==> src/rtl/arith_pkg.sv <==
// arith_pkg: divider FSM state encoding (IDLE=0..DONE=4) and clog2 counter-width helper
package arith_pkg;
  typedef enum logic [2:0] {IDLE = 3'd0, LOAD = 3'd1, RUN = 3'd2, FIX = 3'd3, DONE = 3'd4} state_t;
  function automatic int clog2(input int n);
    int r;
    r = 0;
    while ((1 << r) < n) r++;
    return r;
  endfunction
endpackage

==> src/rtl/signed_nr_divider_if.sv <==
// signed_nr_divider_if: divider bus; master drives start/dividend/divisor, slave returns busy/done/quotient/remainder/div_by_zero/overflow
interface signed_nr_divider_if #(parameter int WIDTH = 8);
  logic start;
  logic [WIDTH-1:0] dividend;
  logic [WIDTH-1:0] divisor;
  logic busy;
  logic done;
  logic [WIDTH-1:0] quotient;
  logic [WIDTH-1:0] remainder;
  logic div_by_zero;
  logic overflow;
  modport master (output start, dividend, divisor, input busy, done, quotient, remainder, div_by_zero, overflow);
  modport slave (input start, dividend, divisor, output busy, done, quotient, remainder, div_by_zero, overflow);
endinterface

==> src/rtl/nr_addsub.sv <==
// nr_addsub: W-bit adder/subtractor; ports a, b, sub (1 = a-b, 0 = a+b) -> y
module nr_addsub #(parameter int W = 9) (
  input  logic [W-1:0] a,
  input  logic [W-1:0] b,
  input  logic         sub,
  output logic [W-1:0] y
);
  assign y = sub ? a - b : a + b;
endmodule

==> src/rtl/signed_nr_divider.sv <==
// signed_nr_divider: sequential signed non-restoring divider, one quotient bit per clock; ports clk, rst, io (slave: start/dividend/divisor in, busy/done/quotient/remainder/div_by_zero/overflow out)
module signed_nr_divider import arith_pkg::*; #(parameter int WIDTH = 8) (
  input logic clk,
  input logic rst,
  signed_nr_divider_if.slave io
);
  localparam int CW = clog2(WIDTH);
  state_t state, nxt;
  logic [CW-1:0] cnt;
  logic [WIDTH:0] p, sh, pn;
  logic [WIDTH-1:0] q, d, pc, nq, nr, abs_n, abs_d;
  logic sn, sd, ovp, accept, zero;
  always_comb begin
    accept = (state == IDLE || state == DONE) && io.start;
    zero = io.divisor == '0;
    abs_n = io.dividend[WIDTH-1] ? -io.dividend : io.dividend;
    abs_d = io.divisor[WIDTH-1] ? -io.divisor : io.divisor;
    nxt = accept ? (zero ? DONE : LOAD) :
          state == LOAD ? RUN :
          state == RUN ? (cnt == CW'(WIDTH - 1) ? FIX : RUN) :
          state == FIX ? DONE : IDLE;
  end
  assign sh = {p[WIDTH-1:0], q[WIDTH-1]};
  assign pc = p[WIDTH] ? pn[WIDTH-1:0] : p[WIDTH-1:0];
  nr_addsub #(.W(WIDTH + 1)) u_step (.a(state == RUN ? sh : p), .b({1'b0, d}), .sub(state == RUN && !p[WIDTH]), .y(pn));
  nr_addsub #(.W(WIDTH)) u_negq (.a('0), .b(q), .sub(1'b1), .y(nq));
  nr_addsub #(.W(WIDTH)) u_negr (.a('0), .b(pc), .sub(1'b1), .y(nr));
  always_ff @(posedge clk) begin
    if (rst) begin
      state <= IDLE;
      io.busy <= 1'b0;
      io.done <= 1'b0;
      io.quotient <= '0;
      io.remainder <= '0;
      io.div_by_zero <= 1'b0;
      io.overflow <= 1'b0;
    end else begin
      state <= nxt;
      io.busy <= nxt inside {LOAD, RUN, FIX};
      io.done <= nxt == DONE;
      if (accept) begin
        io.div_by_zero <= zero;
        io.overflow <= 1'b0;
        q <= abs_n;
        d <= abs_d;
        sn <= io.dividend[WIDTH-1];
        sd <= io.divisor[WIDTH-1];
        ovp <= io.dividend == {1'b1, {(WIDTH - 1){1'b0}}} && &io.divisor;
        if (zero) begin
          io.quotient <= '1;
          io.remainder <= io.dividend;
        end
      end
      if (state == LOAD) begin
        p <= '0;
        cnt <= '0;
      end
      if (state == RUN) begin
        p <= pn;
        q <= {q[WIDTH-2:0], ~pn[WIDTH]};
        cnt <= cnt + CW'(1);
      end
      if (state == FIX) begin
        io.quotient <= (sn ^ sd) ? nq : q;
        io.remainder <= sn ? nr : pc;
        io.overflow <= ovp;
      end
    end
  end
endmodule
==> src/flat_wrapper.sv <==
// flat-port wrapper written by rule: the top's interface ports become plain ports
module signed_nr_divider_flat import arith_pkg::*;
#(parameter int WIDTH = 8)
  (clk, rst, io_start, io_dividend, io_divisor, io_busy, io_done, io_quotient, io_remainder, io_div_by_zero, io_overflow);
  signed_nr_divider_if #(.WIDTH(WIDTH)) io_i ();
  input logic clk;
  input logic rst;
  input wire logic [$bits(io_i.start)-1:0] io_start;
  input wire logic [$bits(io_i.dividend)-1:0] io_dividend;
  input wire logic [$bits(io_i.divisor)-1:0] io_divisor;
  output wire logic [$bits(io_i.busy)-1:0] io_busy;
  output wire logic [$bits(io_i.done)-1:0] io_done;
  output wire logic [$bits(io_i.quotient)-1:0] io_quotient;
  output wire logic [$bits(io_i.remainder)-1:0] io_remainder;
  output wire logic [$bits(io_i.div_by_zero)-1:0] io_div_by_zero;
  output wire logic [$bits(io_i.overflow)-1:0] io_overflow;
  assign io_i.start = io_start;
  assign io_i.dividend = io_dividend;
  assign io_i.divisor = io_divisor;
  assign io_busy = io_i.busy;
  assign io_done = io_i.done;
  assign io_quotient = io_i.quotient;
  assign io_remainder = io_i.remainder;
  assign io_div_by_zero = io_i.div_by_zero;
  assign io_overflow = io_i.overflow;
  signed_nr_divider #(.WIDTH(WIDTH)) u_core (.clk(clk), .rst(rst), .io(io_i));
endmodule
==> config.mk <==
export PLATFORM = sky130hd
export DESIGN_NAME = signed_nr_divider_flat
export DESIGN_NICKNAME = d
export VERILOG_FILES = /design/src/rtl/arith_pkg.sv /design/src/rtl/signed_nr_divider_if.sv /design/src/rtl/nr_addsub.sv /design/src/rtl/signed_nr_divider.sv /design/src/flat_wrapper.sv
export SDC_FILE = /design/constraint.sdc
export NUM_CORES = 1
export LEC_CHECK = 0
export BUFFER_PORTS_ARGS = -buffer_cell sky130_fd_sc_hd__buf_2
export CORE_ASPECT_RATIO = 0.7
export CORE_UTILIZATION = 53
export CTS_CLUSTER_SIZE = 14
export DETAILED_ROUTE_END_ITERATION = 6
export GPL_TIMING_DRIVEN = 0
export PLACE_DENSITY_LB_ADDON = 0.08
export SYNTH_ARGS = -nofsm -noshare
export SYNTH_HDL_FRONTEND = slang
export SYNTH_SLANG_ARGS = --single-unit
export TNS_END_PERCENT = 20
==> constraint.sdc <==
create_clock -name clk -period 3.4 [get_ports clk]
set_input_delay 0 -clock clk [delete_from_list [all_inputs] [get_ports clk]]
set_output_delay 0 -clock clk [all_outputs]
set_load 0.02 [all_outputs]
==> results of run 1 <==
==> registers in the layout (all words and copies together), names as in the netlist <==
name                   count
u_core.cnt                 3
u_core.d                   8
u_core.io.busy             1
u_core.io.div_by_zero      1
u_core.io.done             1
u_core.io.overflow         1
u_core.io.quotient         8
u_core.io.remainder        8
u_core.ovp                 1
u_core.p                   9
u_core.q                   8
u_core.sd                  1
u_core.sn                  1
u_core.state               3
==> layout make-up <==
| cell class | instances | area (µm²) |
|---|---|---|
| Fill cell | 546 | 2250 |
| Multi-Input combinational cell | 297 | 1970 |
| Sequential cell | 54 | 1390 |
| Timing Repair Buffer | 46 | 260 |
| Tap cell | 78 | 97.6 |
| Clock buffer | 6 | 93.8 |
| Buffer | 18 | 75.1 |
| Inverter | 16 | 60.1 |
| Clock inverter | 2 | 10.0 |
==> tightest hold or removal path: cells and delay by family <==
kind            cells  cell delay (ns)
simple gates        1             0.06
compound gates      1             0.08
buf+inv             1             0.13
==> metal layers <==
metal / track usage (%) / vias to the layer above
met5: 0 / -
met4: 4.04 / 0
met1: 39.0 / 1427
li1: - / 1478
met2: 36.5 / 98
met3: 5.44 / 4
==> stage by stage <==
| stage | setup slack (ns) | total power [mW] | cell area [µm²] |
|---|---|---|---|
| 2_1_floorplan | 0.0841 | 1.16 | 3420 |
| 3_3_place_gp | -0.290 | 1.29 | 3700 |
| 3_5_place_dp | -0.314 | 1.30 | 3710 |
| 4_1_cts | 0.000109 | 1.70 | 3870 |
| 5_1_grt | 0.0249 | 1.85 | 3960 |
| 6_report | 0.199 | 1.76 | 3960 |
==> worst min-delay path by stage <==
stage,end,slack (ns),cells past startpoint,start
after floorplan,u_core.d[0],0.1,0,io_divisor[0]
after CTS,u_core.io.remainder[2],0.002,3,io_dividend[2]
after global placement,u_core.sn,0.19,1,io_dividend[7]
final,u_core.io.remainder[1],0.006,3,io_dividend[1]
after global routing,u_core.io.remainder[1],0.01,3,io_dividend[1]
after detailed placement,u_core.sn,0.19,1,io_dividend[7]
==> cells by family (layout without fill, tap and decap cells) <==
kind of cell,Yosys count,in the layout,synth area share (%)
compound gates,76,76,14.6
simple gates,161,161,23.0
fa+ha+maj,17,17,6.44
flops,54,54,40.7
mux,11,11,3.26
buf+inv,34,88,3.84
xor+xnor,32,32,8.19
==> power by group through the flow <==
| stage | sequential, mW | combinational (mW) | clock (mW) |
|---|---|---|---|
| final | 0.772 | 0.585 | 0.401 |
| after floorplan | 0.788 | 0.376 | 0 |
| after detailed placement | 0.786 | 0.514 | 0 |
| after CTS | 0.771 | 0.531 | 0.403 |
| after global routing | 0.777 | 0.640 | 0.428 |
| after global placement | 0.785 | 0.506 | 0 |
==> repair_timing <==
action                                  in CTS  in global routing
pin swaps                                    2                  6
hold buffers                                 3                  0
gates cloned                                 0                  0
setup buffers                                1                  5
endpoints found under the setup margin       8                  7
hold endpoints to repair                     3                  0
resized for setup                            7                 17
==> cell usage in the layout, fill, tap and decap left out, types with 3 or more instances in the layout <==
master         count
a21oi_1           15
nor2_1            40
o31ai_1            5
or3_1              5
clkbuf_1          11
a221oi_1           5
nand3_1            5
ha_1              16
o21ai_0           19
mux2i_1            8
buf_4              6
and2_1             5
dfxtp_1           22
clkbuf_8           5
a311oi_1           5
nand2b_1          10
nor3_1            14
and3_1             3
buf_2             41
a21oi_2            3
edfxtp_1          31
o21a_1             4
xnor2_1           25
xor2_1             6
a211oi_1           5
nor4_1             3
inv_1             16
a31oi_1            4
nand2_1           55
dlygate4sd3_1      3
==> metrics.md, run 1 <==
| Metric | Value |
|---|---|
| Width of the die | `98.0 µm` |
| Worst relative slew slack | `33.9%` |
| Maximum vdd drop | `0.187 mV` |
| Dpl cells | `500` |
| # DRC | `4` |
| GPL Wtd Cong | `0.852` |
| Layout Nets | `474` |
| Post-synth top area cell | `edfxtp_1` |
| Clock Latency Late Sink | `0.31 ns` |
| Critical Path Max Stage Delay | `0.46 ns` |
| Critical path launch point | `u_core.state[2]` |
| Int Pwr | `1.17 mW` |
| RSZ-0062 raised after global routing | `no` |
| Min-Delay Path Class | `primary input to flop` |
| Core Region | `6220 µm²` |
| Worst r2r src | `u_core.state[2]` |
| Starting density of the core | `55.0%` |
| Setup CP Type | `flop to flop` |
| Distinct cell type count after synthesis | `53` |
| Net switching power | `0.588 mW` |
| Detailed Route WL | `8310 µm` |
| Via density per instance | `5.82` |
| Non-filler cells in the finished layout | `517` |
| Power Density | `444 nW/µm²` |
| Worst-path clk slew | `0.10 ns` |
| Syn nets | `421` |
| Vias in the first global route | `2671` |
| Pleak | `1.55 nW` |
| Die Height | `69.2 µm` |
| CP max-delay cell | `or3_4` |
| Final period util | `94.1%` |
| Top-area cell type share of the netlist area | `27.2%` |
| Clk sinks | `54` |
| CP Buf/Inv Count | `0` |
| Fmax | `312 MHz` |
| Synth Flop Type | `edfxtp_1` |
| Die area | `6780 µm²` |
| DR WL/cell | `16.1 µm` |
| WL met2 | `3410 µm` |
| Sw Ratio | `33.4%` |
| Final ANT Viol Nets | `0` |
| Initial DRC Count | `152` |
| I/O pins | `39` |
| Sequential fraction of the synthesis area | `40.7%` |
| Number of CTS-inserted buffers | `5` |
| Core Util, Final | `63.8%` |
| Critical Path Start Type | `flop` |
| Post-synth EDFFs | `31` |
| Final hold violations | `0` |
| Most frequent cell after synthesis | `nand2_1` |
| Grt ovf | `0` |
| Worst setup path end | `u_core.q[0]` |
| Flop pwr share | `43.9%` |
| CTS root buf | `clkbuf_8` |
| CP top delay family | `simple AND/OR/NAND/NOR gates` |
| Hold_ws | `0.00561 ns` |
| Worst Path Arrival | `3.26 ns` |
| YS warnings | `0` |
| Max_cap viols | `0` |
| Total track usage | `25.2%` |
| Largest net degree at the start of global routing | `17` |
| Synth top cells by count | `nand2_1 (56), nor2_1 (42), edfxtp_1 (31)` |
| Cell count along the critical path | `11` |
| Worst-path fanout max | `5` |
| Outcome | `complete, but fails checks` |
| Total number of vias | `3007` |
| Reg2reg setup slack | `0.20 ns` |
| H-tree Lvls | `2` |
| Post-DP HPWL | `6380 µm` |
| Antenna violations before repair | `0` |
| Slew Viols, Final | `0` |
| Max Used Layer | `met4` |
| Share of cells above drive strength 1 | `18.5%` |
| Final setup viols | `0` |
| Avg Inst Size Synth | `8.89 µm²` |
| Worst r2r path cells | `11` |
| Total Neg Setup Slack | `0 ns` |
| Top post-synthesis cells by area | `edfxtp_1 (27%), dfxtp_1 (13%), xnor2_1 (6.7%), nand2_1 (6.1%), ha_1 (5.9%)` |
| Worst Path Required | `3.46 ns` |
| FF+latch count, synth | `54` |
| Clock power share | `22.8%` |
| Final min period | `3.20 ns` |
| Port Buffers | `37` |
| CTS tree | `done` |
| Worst Skew | `0.0100 ns` |
| First-pass GRT wire length | `13300 µm` |
| Rows | `24` |
| Post-synth ARST share | `0%` |
| Synthesized area | `3420 µm²` |
| Failing checks | `design-rule violations` |
| Clock Path Buffers | `2` |
| Ordered cell list for the critical path | `or3_4, nor2_4, mux2_4, fa_1, nand2b_4, a21oi_2, o21ai_1, nand2b_1, a31oi_1, xor2_1, o21ai_0` |
| Post-Syn Instances | `385` |
| Metal3 WL | `553 µm` |
| Capture point of the worst reg-to-reg path | `u_core.q[0]` |
| Tightest Pin Transition | `0.986 ns` |
| Number of diodes | `0` |
| Synth-to-Final Area Change | `15.9%` |
| Combinational share of power | `33.3%` |
| Initial DRT Pass Iterations | `7` |
| Met1 WL | `4300 µm` |
| Critical Path Sink Type | `flop` |
No activity file was read; power rests on OpenSTA's default activity.
==> inputs of run 2 (changes only) <==
RECOVER_POWER = 50   (was unset)
clock period = 2.65 ns   (was 3.4 ns; I/O delays follow)
==> metrics.md, run 2 (synthesis results as in run 1) <==
| Metric | Value |
|---|---|
| Total track usage | `27.4%` |
| Rows | `24` |
| Via density per instance | `5.77` |
| Final hold violations | `0` |
| Width of the die | `98.0 µm` |
| Core Region | `6220 µm²` |
| Critical Path Max Stage Delay | `0.43 ns` |
| Final period util | `122%` |
| I/O pins | `39` |
| # DRC | `1` |
| Worst Path Arrival | `3.44 ns` |
| DR WL/cell | `16.5 µm` |
| Die area | `6780 µm²` |
| HP Start | `io_dividend[3]` |
| Critical path launch point | `u_core.state[2]` |
| Synth-to-Final Area Change | `22.4%` |
| Max_cap viols | `0` |
| Post-DP HPWL | `6510 µm` |
| H-tree Lvls | `2` |
| Maximum vdd drop | `0.301 mV` |
| Clock Latency Late Sink | `0.31 ns` |
| Hold_ws | `0.0109 ns` |
| CTS tree | `done` |
| Setup ws final | `-0.577 ns` |
| Worst relative slew slack | `36.1%` |
| Critical Path Sink Type | `flop` |
| Number of CTS-inserted buffers | `5` |
| Starting density of the core | `55.0%` |
| Tightest Pin Transition | `0.954 ns` |
| CP top delay family | `simple AND/OR/NAND/NOR gates` |
| Largest net degree at the start of global routing | `16` |
| Clk sinks | `54` |
| Detailed Route WL | `8740 µm` |
| Total number of vias | `3053` |
| Commonest non-fill, non-tap cells in the layout | `nand2_1 (54), nor2_1 (39), clkbuf_1 (33)` |
| Critical Path Start Type | `flop` |
| Die Height | `69.2 µm` |
| Outcome | `complete, but fails checks` |
| Min-Delay Path Class | `primary input to flop` |
| Ordered cell list for the critical path | `or3_4, nor2_4, buf_4, mux2_4, inv_2, ha_4, nand2b_4, a211oi_4, or3b_4, mux2i_4, o41ai_2, mux2i_1, o21ai_1` |
| Final ANT Viol Nets | `0` |
| Worst Path Required | `2.86 ns` |
| Worst-path fanout max | `5` |
| Worst Skew | `0.00938 ns` |
| Worst r2r src | `u_core.state[2]` |
| CP Buf/Inv Count | `2` |
| Final setup viols | `12` |
| Total Neg Setup Slack | `-3.87 ns` |
| First-pass GRT wire length | `14300 µm` |
| Fmax | `310 MHz` |
| CP max-delay cell | `or3_4` |
| Final min period | `3.23 ns` |
| Setup WS pre-CTS | `-0.827 ns` |
| Largest register FFs | `9` |
| Commonest non-fill, non-tap cell in the layout | `nand2_1` |
| Most flops, register | `u_core.p` |
| Worst-path clk slew | `0.10 ns` |
| Placed cell areas | `3770 µm²` |
| Pleak | `1.55 nW` |
| Failing checks | `design-rule violations, negative setup slack` |
| CTS root buf | `clkbuf_8` |
| Initial DRT Pass Iterations | `7` |
| Antenna violations before repair | `0` |
| Share of cells above drive strength 1 | `19.5%` |
| Vias in the first global route | `2892` |
| RSZ-0062 raised after global routing | `yes` |
| Setup CP Type | `flop to flop` |
| Cell area after layout | `4190 µm²` |
| Number of diodes | `0` |
| Grt ovf | `0` |
| Layout Nets | `486` |
| Slew Viols, Final | `0` |
| Port Buffers | `37` |
| Clock Path Buffers | `2` |
| Power Density | `576 nW/µm²` |
| Initial DRC Count | `258` |
| Filler cell count | `521` |
| GPL Wtd Cong | `0.874` |
## run 2: cell types whose count changed in the layout (fill, tap and decap cells not counted), sizes merged
cell | previous run | this run
clkbuf | 19 | 43
buf | 48 | 35
inv | 18 | 17
dlygate4sd3 | 3 | 5
## run 2: path summary, 6_finish.rpt
kind | end | slack (ns) | cells after the start
worst max-delay path | u_core.io.remainder[7] | -0.58 | 13
worst min-delay path | u_core.io.remainder[3] | 0.01 | 3
worst max register to register | u_core.io.remainder[7] | -0.58 | 13
worst min register to register | u_core.io.div_by_zero | 0.47 | 2
## run 2: where the power goes
| part | switching [mW] | internal (mW) |
|---|---|---|
| Combinational | 0.505 | 0.384 |
| Sequential | 0.0406 | 0.951 |
| Clock | 0.277 | 0.252 |
## run 2: worst min-delay path, cell delays in order
cell      delay (ns)
buf_2           0.15
nand2_1         0.06
a311oi_1        0.07
## run 2: routing by layer
| layer | vias up | share of wire, % | track usage, % |
|---|---|---|---|
| li1 | 1494 | - | - |
| met1 | 1428 | 49 | 42.2 |
| met2 | 118 | 43 | 40.8 |
| met3 | 13 | 6.8 | 4.03 |
| met4 | 0 | 1.0 | 6.06 |
| met5 | - | 0 | 0 |
## run 2: per-stage QoR
stage	cells	power, mW	util, %
2_1_floorplan	385	1.53	-
5_1_grt	529	2.52	67.4
3_3_place_gp	500	1.69	60.6
4_1_cts	527	2.36	67.0
6_report	529	2.41	67.4
3_5_place_dp	500	1.71	60.7
## run 2: what timing repair did
item / in CTS / in global routing
pin swaps: 16 / 7
setup endpoints to repair: 14 / 12
buffers inserted: 14 / 2
endpoints found under the hold margin: 5 / 0
hold buffers: 5 / 0
gates resized for setup: 33 / 8
## run 2: area by class of cell
type	count	area, µm²	share of cell area (%)
inverter	16	62.6	1.49
clock buffer	7	101	2.42
tap	78	97.6	2.33
timing repair buffer	58	332	7.92
multi-input combinational	297	2110	50.4
buffer	18	80.1	1.91
sequential	54	1400	33.4
clock inverter	1	3.75	0.0897
==> inputs of run 3 (changes only) <==
PLACE_DENSITY = 0.82   (was unset)
PLACE_DENSITY_LB_ADDON = unset   (was 0.08)
SETUP_SLACK_MARGIN = 0.05   (was unset)
==> metrics.md, run 3 (synthesis results as in run 1) <==
| Metric | Value |
|---|---|
| Synth-to-Final Area Change | `27.4%` |
| Worst-path fanout max | `6` |
| H-tree Lvls | `2` |
| CTS tree | `done` |
| Critical Path Start Type | `flop` |
| # DRC | `3` |
| Post-DP HPWL | `6660 µm` |
| Slew Viols, Final | `0` |
| Initial DRT Pass Iterations | `7` |
| WL met2 | `4470 µm` |
| Initial DRC Count | `301` |
| Worst-path clk slew | `0.10 ns` |
| Number of diodes | `0` |
| Maximum vdd drop | `0.259 mV` |
| Starting density of the core | `55.0%` |
| Number of CTS-inserted buffers | `5` |
| Reg2reg setup slack | `-0.56 ns` |
| Antenna violations before repair | `0` |
| Final min period | `3.21 ns` |
| Failing checks | `design-rule violations, negative setup slack` |
| Met1 WL | `4160 µm` |
| Share of cells above drive strength 1 | `24.2%` |
| Worst r2r path cells | `12` |
| RSZ-0062 raised after global routing | `yes` |
| GPL Wtd Cong | `0.900` |
| Setup WS pre-CTS | `-0.758 ns` |
| Clock Latency Late Sink | `0.32 ns` |
| Die Height | `69.2 µm` |
| Filler cell count | `481` |
| Storage cell area | `1400 µm²` |
| Tightest Pin Transition | `1.14 ns` |
| Final setup viols | `12` |
| I/O pins | `39` |
| Setup ws final | `-0.562 ns` |
| Worst Skew | `0.0103 ns` |
| Total number of vias | `3230` |
| Vias in the first global route | `3018` |
| Final hold violations | `0` |
| Pleak | `1.62 nW` |
| Area occupied by multi-input gates | `2210 µm²` |
| Die area | `6780 µm²` |
| Grt ovf | `0` |
| Max Used Layer | `met4` |
| First-pass GRT wire length | `14800 µm` |
| Rows | `24` |
| Metal3 WL | `885 µm` |
| Min-Delay Path Class | `primary input to flop` |
| Final period util | `121%` |
| Hold Crit Depth | `2` |
| Total track usage | `28.3%` |
| Commonest non-fill, non-tap cells in the layout | `nand2_1 (54), nor2_1 (35), clkbuf_1 (33)` |
| Detailed Route WL | `9740 µm` |
| Critical Path Sink Type | `flop` |
| Layout Nets | `494` |
| Worst relative slew slack | `23.9%` |
| Placed cell areas | `3770 µm²` |
| Largest register FFs | `9` |
| Core Region | `6220 µm²` |
| Cell area after layout | `4360 µm²` |
| Fmax | `311 MHz` |
| Clk sinks | `54` |
| Worst Path Required | `2.86 ns` |
| Outcome | `complete, but fails checks` |
| Via density per instance | `6.01` |
| Clock Path Buffers | `2` |
| Width of the die | `98.0 µm` |
| Power Density | `571 nW/µm²` |
| Setup CP Type | `flop to flop` |
| Worst Path Arrival | `3.43 ns` |
| CTS root buf | `clkbuf_8` |
| Max_cap viols | `0` |
| Commonest non-fill, non-tap cell in the layout | `nand2_1` |
| DR WL/cell | `18.1 µm` |
| Port Buffers | `37` |
| Final ANT Viol Nets | `0` |
| Most flops, register | `u_core.p` |
| Largest net degree at the start of global routing | `18` |
-- run 3: metal layers --
metal,GRT usage [%],up-vias
li1,-,1514
met1,39.4,1530
met2,44.9,163
met3,6.05,23
met4,7.41,0
met5,0,-
-- run 3: stage by stage --
step / total power, mW / utilization [%] / TNS, ns / hold WS, ns / cells
final: 2.49 / 70.1 / -3.95 / 0.0152 / 537
after detailed placement: 1.71 / 60.7 / -5.57 / 0.193 / 500
after floorplan: 1.53 / - / -1.52 / 0.0989 / 385
after global routing: 2.60 / 70.1 / -5.25 / 0.0206 / 537
after CTS: 2.34 / 67.1 / -3.32 / 0.00292 / 531
after global placement: 1.69 / 60.6 / -5.03 / 0.194 / 500
-- run 3: path summary, 6_finish.rpt --
check | startpoint | to
max | u_core.state[2] | u_core.io.remainder[7]
min | io_divisor[4] | u_core.d[4]
max reg2reg | u_core.state[2] | u_core.io.remainder[7]
min reg2reg | u_core.state[2] | u_core.state[1]
-- run 3: layout make-up --
type	count	share of cell area, %
repair buffers	66	9.65
well taps	78	2.24
inverters	16	1.49
flip-flops and latches	54	32.1
plain buffers	18	1.84
clock buffers	5	1.58
clock inverters	3	0.459
multi-input cells	297	50.6
-- run 3: worst max-delay path, stage by stage (launching register included) --
cell,delay (ns)
dfxtp_4,0.36
or3_4,0.43
nor2_4,0.23
mux2_4,0.34
inv_2,0.07
ha_4,0.19
nand2b_4,0.08
a211oi_4,0.06
or3b_4,0.43
mux2i_4,0.22
o41ai_4,0.37
mux2i_1,0.23
o21ai_1,0.09
-- run 3: where the power goes --
part / switching [mW] / internal, mW
registers: 0.0445 / 0.951
clock network: 0.288 / 0.187
logic: 0.558 / 0.461
total: 0.891 / 1.60
-- run 3: timing repair --
item                       in CTS  in global routing
setup endpoints to repair      14                 13
resized for setup              33                 30
hold endpoints to repair        5                  0
pin swaps                      19                 17
hold buffers                    5                  0
buffers inserted               18                  6
